### config.mk
export PLATFORM = sky130hd
export DESIGN_NAME = jts16b_sndcmd
export DESIGN_NICKNAME = d
export VERILOG_FILES = /design/src/rtl/jts16b_sndcmd.sv
export SDC_FILE = /design/constraint.sdc
export NUM_CORES = 1
export LEC_CHECK = 0
export ABC_CLOCK_PERIOD_IN_PS = 1800
export CAP_MARGIN = 20
export CORE_MARGIN = 2
export CORE_UTILIZATION = 50
export DETAILED_ROUTE_END_ITERATION = 8
export GPL_ROUTABILITY_DRIVEN = 0
export PLACE_DENSITY = 0.75
export SYNTH_ARGS = -nofsm -noshare
export SYNTH_HDL_FRONTEND = slang
export SYNTH_SLANG_ARGS = --single-unit
### constraint.sdc
create_clock -name clk -period 1.8 [get_ports clk]
set_clock_uncertainty 0.2 [all_clocks]
set_input_delay 0.54 -clock clk [delete_from_list [all_inputs] [get_ports clk]]
set_output_delay 0.54 -clock clk [all_outputs]
set_load 0.05 [all_outputs]
### src/rtl/jts16b_sndcmd.sv
// -----------------------------------------------------------------------------
// jts16b_sndcmd
// Sound-command consumer for the 315-5195 mapper sound channel.
//
// The 68000 posts a byte through the mapper latch (map_dout / map_obf). This
// block drains each posted byte into a small FIFO and returns a one-clock
// map_rd pulse so the mapper clears OBF. While the FIFO is full it withholds
// map_rd, so OBF stays high and the 68000 sees the buffer as busy. The Z80
// reads commands through an I/O port and sees a level interrupt while any
// command is pending.
//
// Ports
//   clk       in   system clock, single domain
//   rst       in   synchronous active-high reset
//   map_dout  in   [7:0] mapper sound latch value
//   map_obf   in   mapper output-buffer-full flag
//   map_rd    out  one-clock "latch consumed" pulse back to the mapper
//   z80_cs    in   Z80 I/O access to this port
//   z80_rd    in   Z80 read strobe (one clock, qualified by z80_cs)
//   z80_a0    in   0: command data, 1: status
//   z80_dout  out  [7:0] registered read data, held between reads
//   z80_intn  out  Z80 /INT, active low, level while FIFO not empty
//   st_addr   in   [1:0] debug status select
//   st_dout   out  [7:0] registered debug status
// -----------------------------------------------------------------------------
module jts16b_sndcmd #(
    parameter int AW = 2
) (
    input  logic       clk,
    input  logic       rst,
    input  logic [7:0] map_dout,
    input  logic       map_obf,
    output logic       map_rd,
    input  logic       z80_cs,
    input  logic       z80_rd,
    input  logic       z80_a0,
    output logic [7:0] z80_dout,
    output logic       z80_intn,
    input  logic [1:0] st_addr,
    output logic [7:0] st_dout
);

    localparam int          DEPTH   = 2 ** AW;
    localparam logic [AW:0] DEPTH_C = (AW + 1)'(DEPTH);

    typedef enum logic [0:0] {
        IDLE   = 1'b0,
        WAITLO = 1'b1
    } state_t;

    // Count shown on the Z80 status port: 4 bits, saturating.
    function automatic logic [3:0] cnt_sat4(input logic [AW:0] c);
        logic [31:0] w;
        w = 32'(c);
        if (w > 32'd15) begin
            cnt_sat4 = 4'hF;
        end else begin
            cnt_sat4 = w[3:0];
        end
    endfunction

    // Count shown on the debug port: 8 bits, saturating.
    function automatic logic [7:0] cnt_sat8(input logic [AW:0] c);
        logic [31:0] w;
        w = 32'(c);
        if (w > 32'd255) begin
            cnt_sat8 = 8'hFF;
        end else begin
            cnt_sat8 = w[7:0];
        end
    endfunction

    logic [7:0]    mem_r [DEPTH];
    logic [AW-1:0] wr_ptr_r;
    logic [AW-1:0] rd_ptr_r;
    logic [AW:0]   cnt_r;
    logic [7:0]    ovf_cnt_r;
    logic [7:0]    last_cmd_r;
    logic          stall_r;
    logic          map_rd_r;
    logic [7:0]    z80_dout_r;
    logic          z80_intn_r;
    logic [7:0]    st_dout_r;
    state_t        state_r;

    state_t        state_nxt_s;
    logic          full_s;
    logic          empty_s;
    logic          push_s;
    logic          pop_s;
    logic          rd_data_s;
    logic          rd_stat_s;
    logic          stall_s;
    logic [AW:0]   cnt_nxt_s;
    logic [7:0]    status_s;

    assign full_s    = (cnt_r == DEPTH_C);
    assign empty_s   = (cnt_r == (AW + 1)'(0));
    assign rd_data_s = z80_cs & z80_rd & ~z80_a0;
    assign rd_stat_s = z80_cs & z80_rd &  z80_a0;
    // full is judged on the pre-pop count, so a pop on the same clock as a
    // would-be capture delays that capture by one clock.
    assign push_s    = (state_r == IDLE) & map_obf & ~full_s;
    assign pop_s     = rd_data_s & ~empty_s;
    assign stall_s   = (state_r == IDLE) & map_obf & full_s;
    assign status_s  = {empty_s, full_s, map_obf, 1'b0, cnt_sat4(cnt_r)};

    // Capture FSM next state: WAITLO blocks recapture of the same latch value
    // until the mapper drops OBF.
    always_comb begin
        state_nxt_s = state_r;
        case (state_r)
            IDLE: begin
                if (push_s) begin
                    state_nxt_s = WAITLO;
                end else begin
                    state_nxt_s = IDLE;
                end
            end
            WAITLO: begin
                if (!map_obf) begin
                    state_nxt_s = IDLE;
                end else begin
                    state_nxt_s = WAITLO;
                end
            end
            default: state_nxt_s = IDLE;
        endcase
    end

    // Occupancy after this clock's push/pop.
    always_comb begin
        cnt_nxt_s = cnt_r;
        if (push_s && !pop_s) begin
            cnt_nxt_s = cnt_r + (AW + 1)'(1);
        end else if (!push_s && pop_s) begin
            cnt_nxt_s = cnt_r - (AW + 1)'(1);
        end else begin
            cnt_nxt_s = cnt_r;
        end
    end

    // FIFO storage; contents are don't-care until written, pointers define validity.
    always_ff @(posedge clk) begin
        if (push_s && !rst) begin
            mem_r[wr_ptr_r] <= map_dout;
        end
    end

    // Control state, pointers, counters and the Z80-facing registers.
    always_ff @(posedge clk) begin
        if (rst) begin
            state_r    <= IDLE;
            wr_ptr_r   <= '0;
            rd_ptr_r   <= '0;
            cnt_r      <= '0;
            ovf_cnt_r  <= 8'd0;
            last_cmd_r <= 8'd0;
            stall_r    <= 1'b0;
            map_rd_r   <= 1'b0;
            z80_dout_r <= 8'd0;
            z80_intn_r <= 1'b1;
        end else begin
            state_r    <= state_nxt_s;
            cnt_r      <= cnt_nxt_s;
            map_rd_r   <= push_s;
            z80_intn_r <= (cnt_nxt_s == (AW + 1)'(0));
            stall_r    <= stall_s;
            if (push_s) begin
                wr_ptr_r <= wr_ptr_r + AW'(1);
            end
            // One overflow count per stall episode, not per stalled clock.
            if (stall_s && !stall_r && (ovf_cnt_r != 8'hFF)) begin
                ovf_cnt_r <= ovf_cnt_r + 8'd1;
            end
            if (rd_data_s) begin
                if (!empty_s) begin
                    z80_dout_r <= mem_r[rd_ptr_r];
                    last_cmd_r <= mem_r[rd_ptr_r];
                    rd_ptr_r   <= rd_ptr_r + AW'(1);
                end else begin
                    // Empty: repeat the last command without popping.
                    z80_dout_r <= last_cmd_r;
                end
            end else if (rd_stat_s) begin
                z80_dout_r <= status_s;
            end
        end
    end

    // Debug status mux, registered.
    always_ff @(posedge clk) begin
        if (rst) begin
            st_dout_r <= 8'd0;
        end else begin
            case (st_addr)
                2'd0:    st_dout_r <= cnt_sat8(cnt_r);
                2'd1:    st_dout_r <= ovf_cnt_r;
                2'd2:    st_dout_r <= last_cmd_r;
                2'd3:    st_dout_r <= {6'd0, (state_r == WAITLO), ~z80_intn_r};
                default: st_dout_r <= 8'd0;
            endcase
        end
    end

    assign map_rd   = map_rd_r;
    assign z80_dout = z80_dout_r;
    assign z80_intn = z80_intn_r;
    assign st_dout  = st_dout_r;

endmodule

==> results of run 1 <==
==> layer usage <==
metal / vias up / share of wire [%]
li1: 1128 / -
met1: 1142 / 42
met2: 71 / 51
met3: 12 / 5.2
met4: 0 / 1.9
met5: - / 0
==> worst max-delay path, cell delays in order <==
cell           delay [ps]
dlygate4sd2_1         260
nand3b_1              210
o211ai_1              370
a221oi_2              120
a31o_4                230
a31o_1                170
==> synthesized netlist by cell type, types with 2 or more instances <==
| master | number |
|---|---|
| nor2b_1 | 4 |
| clkbuf_1 | 8 |
| o21ai_0 | 2 |
| nor2_1 | 35 |
| and2_1 | 5 |
| inv_1 | 6 |
| nand4_1 | 2 |
| mux2i_1 | 2 |
| a21oi_1 | 22 |
| a211oi_1 | 4 |
| nor3_1 | 2 |
| dfxtp_1 | 45 |
| xor2_1 | 6 |
| ha_1 | 8 |
| buf_4 | 2 |
| nand3_1 | 3 |
| edfxtp_1 | 32 |
| and3_1 | 3 |
| xnor2_1 | 7 |
| mux4_2 | 9 |
| a221oi_1 | 3 |
| a22oi_1 | 5 |
| nand2_1 | 36 |
| buf_6 | 2 |
==> path summary, 6_finish.rpt <==
check	startpoint	slack [ps]	endpoint
hold reg to reg	last_cmd_r[3]$_SDFFE_PP0P_	290	last_cmd_r[3]$_SDFFE_PP0P_
setup / recovery	z80_a0	-50	z80_intn$_SDFF_PP1_
hold / removal	last_cmd_r[3]$_SDFFE_PP0P_	290	last_cmd_r[3]$_SDFFE_PP0P_
setup reg to reg	cnt_r[1]$_SDFF_PP0_	-10	z80_intn$_SDFF_PP1_
==> power by group through the flow <==
stage / registers, W / clock network (W) / logic, W
6_report: 0.00199 / 0.00109 / 0.00128
5_1_grt: 0.00200 / 0.00118 / 0.00137
4_1_cts: 0.00199 / 0.00112 / 0.00116
3_5_place_dp: 0.00203 / 0 / 0.00107
3_3_place_gp: 0.00203 / 0 / 0.00105
2_1_floorplan: 0.00211 / 0 / 0.000539
==> layout make-up <==
class / instances / area, um^2 / area share (%)
sequential: 77 / 1870 / 42.3
multi-input combinational: 177 / 1370 / 30.9
timing repair buffer: 81 / 910 / 20.6
clock buffer: 11 / 131 / 2.97
tap: 77 / 96.3 / 2.18
clock inverter: 5 / 27.5 / 0.622
inverter: 6 / 22.5 / 0.509
==> state kept, by name, summed over array words and instances (netlist names), named ones only <==
| signal | cells |
|---|---|
| cnt_r | 3 |
| st_dout | 8 |
| wr_ptr_r | 2 |
| stall_r | 1 |
| rd_ptr_r | 2 |
| state_r | 1 |
| z80_dout | 8 |
| last_cmd_r | 8 |
| mem_r | 32 |
| ovf_cnt_r | 8 |
| z80_intn | 1 |
| map_rd | 1 |
==> cell usage in the layout, fill, tap and decap left out, types with 6 or more instances in the layout <==
cell             instances
buf_12                  20
xnor2_1                  7
edfxtp_1                32
mux4_2                   9
ha_1                     6
clkdlybuf4s50_1         11
nor2_1                  34
clkbuf_8                 9
dfxtp_1                 39
nand2_1                 33
buf_4                   41
xor2_1                   6
a21oi_1                 22
==> kinds of logic after synthesis <==
family                   synth area share [%]
AND/OR/NAND/NOR                          14.8
buffers and inverters                    3.12
AO/OA/AOI/OAI                            10.3
multiplexers                             6.95
flip-flops                               58.1
adder cells (fa/ha/maj)                  3.13
XOR/XNOR                                 3.55
==> metrics by stage <==
| stage | total power, W | setup TNS, ps | worst slack [ps] | cells | hold WS [ps] |
|---|---|---|---|---|---|
| after floorplan | 0.00264 | -21.1 | -21.1 | 274 | 247 |
| final | 0.00436 | -48.3 | -48.3 | 434 | 286 |
| after detailed placement | 0.00310 | -34450 | -622 | 412 | 277 |
| after global placement | 0.00307 | -32560 | -590 | 412 | 262 |
| after global routing | 0.00455 | -292 | -80.1 | 434 | 299 |
| after CTS | 0.00427 | 0 | 8.14 | 433 | 287 |
==> what timing repair did <==
action,in CTS,in global routing
setup buffers,5,1
gates resized for setup,23,17
endpoints found under the setup margin,59,36
pin swaps,10,12
==> out/qor.txt, run 1 <==
Synthesis-to-layout area growth -> 38.1%
Top-area cell type share of the netlist area -> 30.0%
Fin worst setup slack -> -48.3 ps
Min Clock Period, post-route -> 1850 ps
P_sw -> 0.00131 W
# hold bufs at CTS -> 0
CTS Buffer Depth -> 2
Critical Path AT -> 1900 ps
RSZ-0062 raised after global routing -> yes
Crit Path Category -> in -> reg
Initial antenna violation count -> 0
Critical Path End Type -> flop
Pwr Density -> 986 mW/mm^2
Dpl hpwl -> 4660 um
Die area -> 0.00706 mm^2
Final antenna diode count -> 0
Crit path required time -> 1850 ps
Post-synth net total -> 298
LEAKAGE -> 1.65 nW
Core Rows -> 29
Hold WC Path Type -> reg -> reg
Switching part of the total -> 30.0%
Ranking of synthesized cells by area -> edfxtp_1, dfxtp_1, mux4_2
Hold Path Depth -> 2
Worst-Margin Slew -> 436 ps
Internal power -> 0.00305 W
Worst rel slew slack -> 71.0%
Chip width -> 84.0 um
Dominant synthesized flop cell -> dfxtp_1
Global Route Usage Sum -> 19.7%
Vias/cell -> 5.42
Post-synthesis register bit count -> 77
First-pass GRT wire length -> 10700 um
Number of distinct library cells after synthesis -> 45
Nets -> 376
Port bufs -> 33
Fin crit share -> 103%
Via count -> 2353
Drt wl/cell -> 15.5 um
Layout cell share with drive strength beyond 1 -> 35.0%
Violated checks -> setup timing
Post-synthesis sequential area ratio -> 58.1%
Clock share of power -> 24.9%
Synthesized cell area -> 0.00320 mm^2
FF-to-FF path depth -> 8
Final setup vio count -> 1
Clock transition at path regs -> 70 ps
Final wirelength -> 6720 um
Synth async-reset ratio -> 0%
Final instance area -> 0.00442 mm^2
Fin util -> 70.5%
Clock latency on the worst-skew pair -> 360 ps
TritonCTS clock tree -> built
Max Slew Vio Count -> 0
Largest net degree at the start of global routing -> 44
Fillers -> 422
Area leader, netlist -> edfxtp_1
Synth Area per Inst -> 11.7 um^2
Met1 Use GR -> 22.9%
Peak supply drop -> 0.000858 V
Remaining routing DRC violations -> 0
Outcome -> finished, violations left
Comb pwr share -> 29.3%
Initial Util -> 51.0%
Post-DRT Antenna Nets -> 0
Startpoint types -> input pin
Ys Warns -> 0
Critical path fanouts, max -> 3
Sequential share of power -> 45.7%
M2 GR Usage -> 33.1%
Initial DRC Count -> 228
Post-synth EDFFs -> 32
GRT overflow -> 0
I/O pin total -> 34
H-tree levels -> 3
Syn Inst Count -> 274
Total clock sinks -> 77
Maxcap violations -> 0
Pre-antenna DRT Iters -> 4
Final-report hold violation count -> 0
Placed cell area -> 0.00409 mm^2
CTS Buf Count -> 9
Clk root buf -> clkbuf_8
Fmax -> 541 MHz
Vias in the first global route -> 2284
M3 GR Usage -> 6.73%
GR peak layer -> met2
Core box area -> 0.00628 mm^2
Die height -> 84.0 um
Power figures use the tool's default switching activity.
==> inputs of run 2 (changes only) <==
ABC_CLOCK_PERIOD_IN_PS = 1520   (was 1800)
GPL_TIMING_DRIVEN = 0   (was default)
clock period = 1.52 ns   (was 1.8 ns; I/O delays follow)
==> run 2 against run 1 <==
Compared with the run above:
- the flow still finishes with violations (setup timing)
- setup slack got worse by 260 ps
- first-iteration DRC count fell by 21%
- non-clock buffer count did not move
- core utilization rose by 1.8 points
- combinational power rose by 45%
- register-to-register slack got worse by 300 ps
- largest power group unchanged
==> out/qor.txt, run 2 (synthesis gave the netlist of run 1 again) <==
Outcome -> finished, violations left (unchanged)
Violated checks -> setup timing (unchanged)
M3 GR Usage -> 6.73% (unchanged)
Layout cell share with drive strength beyond 1 -> 46.5% (was 35.0%)
Pwr Density -> 1310 mW/mm^2 (was 986 mW/mm^2)
Pre-antenna DRT Iters -> 4 (unchanged)
Commonest non-fill, non-tap cell in the layout -> nor2_1 (was buf_4)
Synthesis-to-layout area growth -> 41.6% (was 38.1%)
Fin crit share -> 120%
H-tree levels -> 3 (unchanged)
Final antenna diode count -> 0 (unchanged)
Peak supply drop -> 0.000914 V (was 0.000858 V)
Largest register FFs -> 32 (unchanged)
Overall power -> 0.00596 W (was 0.00436 W)
Fin worst setup slack -> -309 ps (was -48.3 ps)
Core box area -> 0.00628 mm^2 (unchanged)
Vias in the first global route -> 2294 (was 2284)
Critical Path End Type -> flop (unchanged)
Final wirelength -> 7650 um (was 6720 um)
Global Route Usage Sum -> 21.2% (was 19.7%)
Nets -> 376 (unchanged)
Placed cell count -> 382 (was 412)
CTS Buffer Depth -> 2 (unchanged)
Final setup vio count -> 66 (was 1)
Worst rel slew slack -> 60.3% (was 71.0%)
Setup WS pre-CTS -> -883 ps (was -622 ps)
Crit path required time -> 1570 ps (was 1850 ps)
Via count -> 2406 (was 2353)
Worst-Margin Slew -> 596 ps (was 436 ps)
Max Slew Vio Count -> 0 (unchanged)
Core Rows -> 29 (unchanged)
CTS Buf Count -> 9 (unchanged)
Vias/cell -> 5.54 (was 5.42)
Placed cell area -> 0.00365 mm^2 (was 0.00409 mm^2)
Fin cells -> 434 (unchanged)
Top reg by flops -> mem_r (unchanged)
M2 GR Usage -> 36.0% (was 33.1%)
First-pass GRT wire length -> 11400 um (was 10700 um)
Met1 Use GR -> 26.1% (was 22.9%)
Final instance area -> 0.00454 mm^2 (was 0.00442 mm^2)
Critical path fanouts, max -> 5 (was 3)
RSZ-0062 raised after global routing -> yes (unchanged)
Initial DRC Count -> 181 (was 228)
Chip width -> 84.0 um (unchanged)
Dpl hpwl -> 4450 um (was 4660 um)
Fillers -> 427 (was 422)
Die area -> 0.00706 mm^2 (unchanged)
Remaining routing DRC violations -> 0 (unchanged)
Clock latency on the worst-skew pair -> 360 ps (about the same)
Clock transition at path regs -> 80 ps (was 70 ps)
Maxcap violations -> 0 (unchanged)
I/O pin total -> 34 (unchanged)
GRT overflow -> 0 (unchanged)
Min Clock Period, post-route -> 1830 ps
Largest net degree at the start of global routing -> 14 (was 44)
Fmax -> 547 MHz
Most frequent cells in the layout -> nor2_1, edfxtp_1, buf_4, nand2_1 (was buf_4, dfxtp_1, nor2_1)
Die height -> 84.0 um (unchanged)
Total clock sinks -> 77 (unchanged)
Clk root buf -> clkbuf_8 (unchanged)
GR peak layer -> met2 (unchanged)
Hold WC Path Type -> reg -> reg (unchanged)
Initial antenna violation count -> 0 (unchanged)
LEAKAGE -> 1.73 nW (was 1.65 nW)
Drt wl/cell -> 17.6 um (was 15.5 um)
Port bufs -> 31 (was 33)
TritonCTS clock tree -> built (unchanged)
Critical Path AT -> 1880 ps (was 1900 ps)
# hold bufs at CTS -> 0 (unchanged)
Final-report hold violation count -> 0 (unchanged)
Post-DRT Antenna Nets -> 0 (unchanged)
Crit Path Category -> reg -> reg (was in -> reg)
Initial Util -> 51.0% (unchanged)
Startpoint types -> flop (was input pin)
==> run 2: cell count changes in the layout (fill, tap and decap cells not counted), sizes merged <==
cell	change
clkdlybuf4s50	-3
clkinv	-3
clkbuf	+10
inv	+1
buf	-8
dlygate4sd2	+1
bufinv	+2
==> run 2: worst paths after layout <==
check / start / to / slack (ps) / cells after the start
min: last_cmd_r[4]$_SDFFE_PP0P_ / last_cmd_r[4]$_SDFFE_PP0P_ / 300 / 2
max reg2reg: cnt_r[0]$_SDFF_PP0_ / z80_intn$_SDFF_PP1_ / -310 / 9
max: cnt_r[0]$_SDFF_PP0_ / z80_intn$_SDFF_PP1_ / -310 / 9
min reg2reg: last_cmd_r[4]$_SDFFE_PP0P_ / last_cmd_r[4]$_SDFFE_PP0P_ / 300 / 2
==> run 2: cell type report <==
class | instances | area, um^2 | share of cell area, %
buffer | 12 | 76.3 | 1.68
sequential | 77 | 1900 | 41.8
tap | 77 | 96.3 | 2.12
multi-input combinational | 177 | 1500 | 33.1
clock buffer | 11 | 141 | 3.12
timing repair buffer | 69 | 717 | 15.8
clock inverter | 5 | 82.6 | 1.82
inverter | 6 | 27.5 | 0.607
==> run 2: critical path, stage by stage (launching register included) <==
cell      delay [ps]
dfxtp_2          360
inv_4             50
ha_4             180
buf_12           140
nand2b_4         110
buf_8            130
nand3_2           60
o22ai_2          150
xnor2_1          110
a31o_1           220
==> run 2: what timing repair did <==
item,in CTS,in global routing
setup endpoints to repair,91,84
gates resized for setup,186,44
pin swaps,32,19
buffers inserted,23,15
cloned,0,1
==> run 2: stage by stage <==
| step | TNS, ps | hold WS, ps | util (%) |
|---|---|---|---|
| 2_1_floorplan | -5000 | 247 | - |
| 3_3_place_gp | -53230 | 253 | 58.2 |
| 3_5_place_dp | -53540 | 255 | 58.2 |
| 4_1_cts | -8930 | 267 | 67.5 |
| 5_1_grt | -16200 | 314 | 72.3 |
| 6_report | -12710 | 302 | 72.3 |
==> run 2: layer usage <==
metal  wire (um)  vias up
met2        3890       83
met1        3240     1173
li1            -     1130
met5           0        -
met4         151        0
met3         361       20
==> run 2: report_power, final <==
group | internal (W) | switching [W] | leakage (nW)
combinational | 0.000956 | 0.000905 | 0.954
clock | 0.000975 | 0.000753 | 0.114
sequential | 0.00228 | 0.0000924 | 0.666
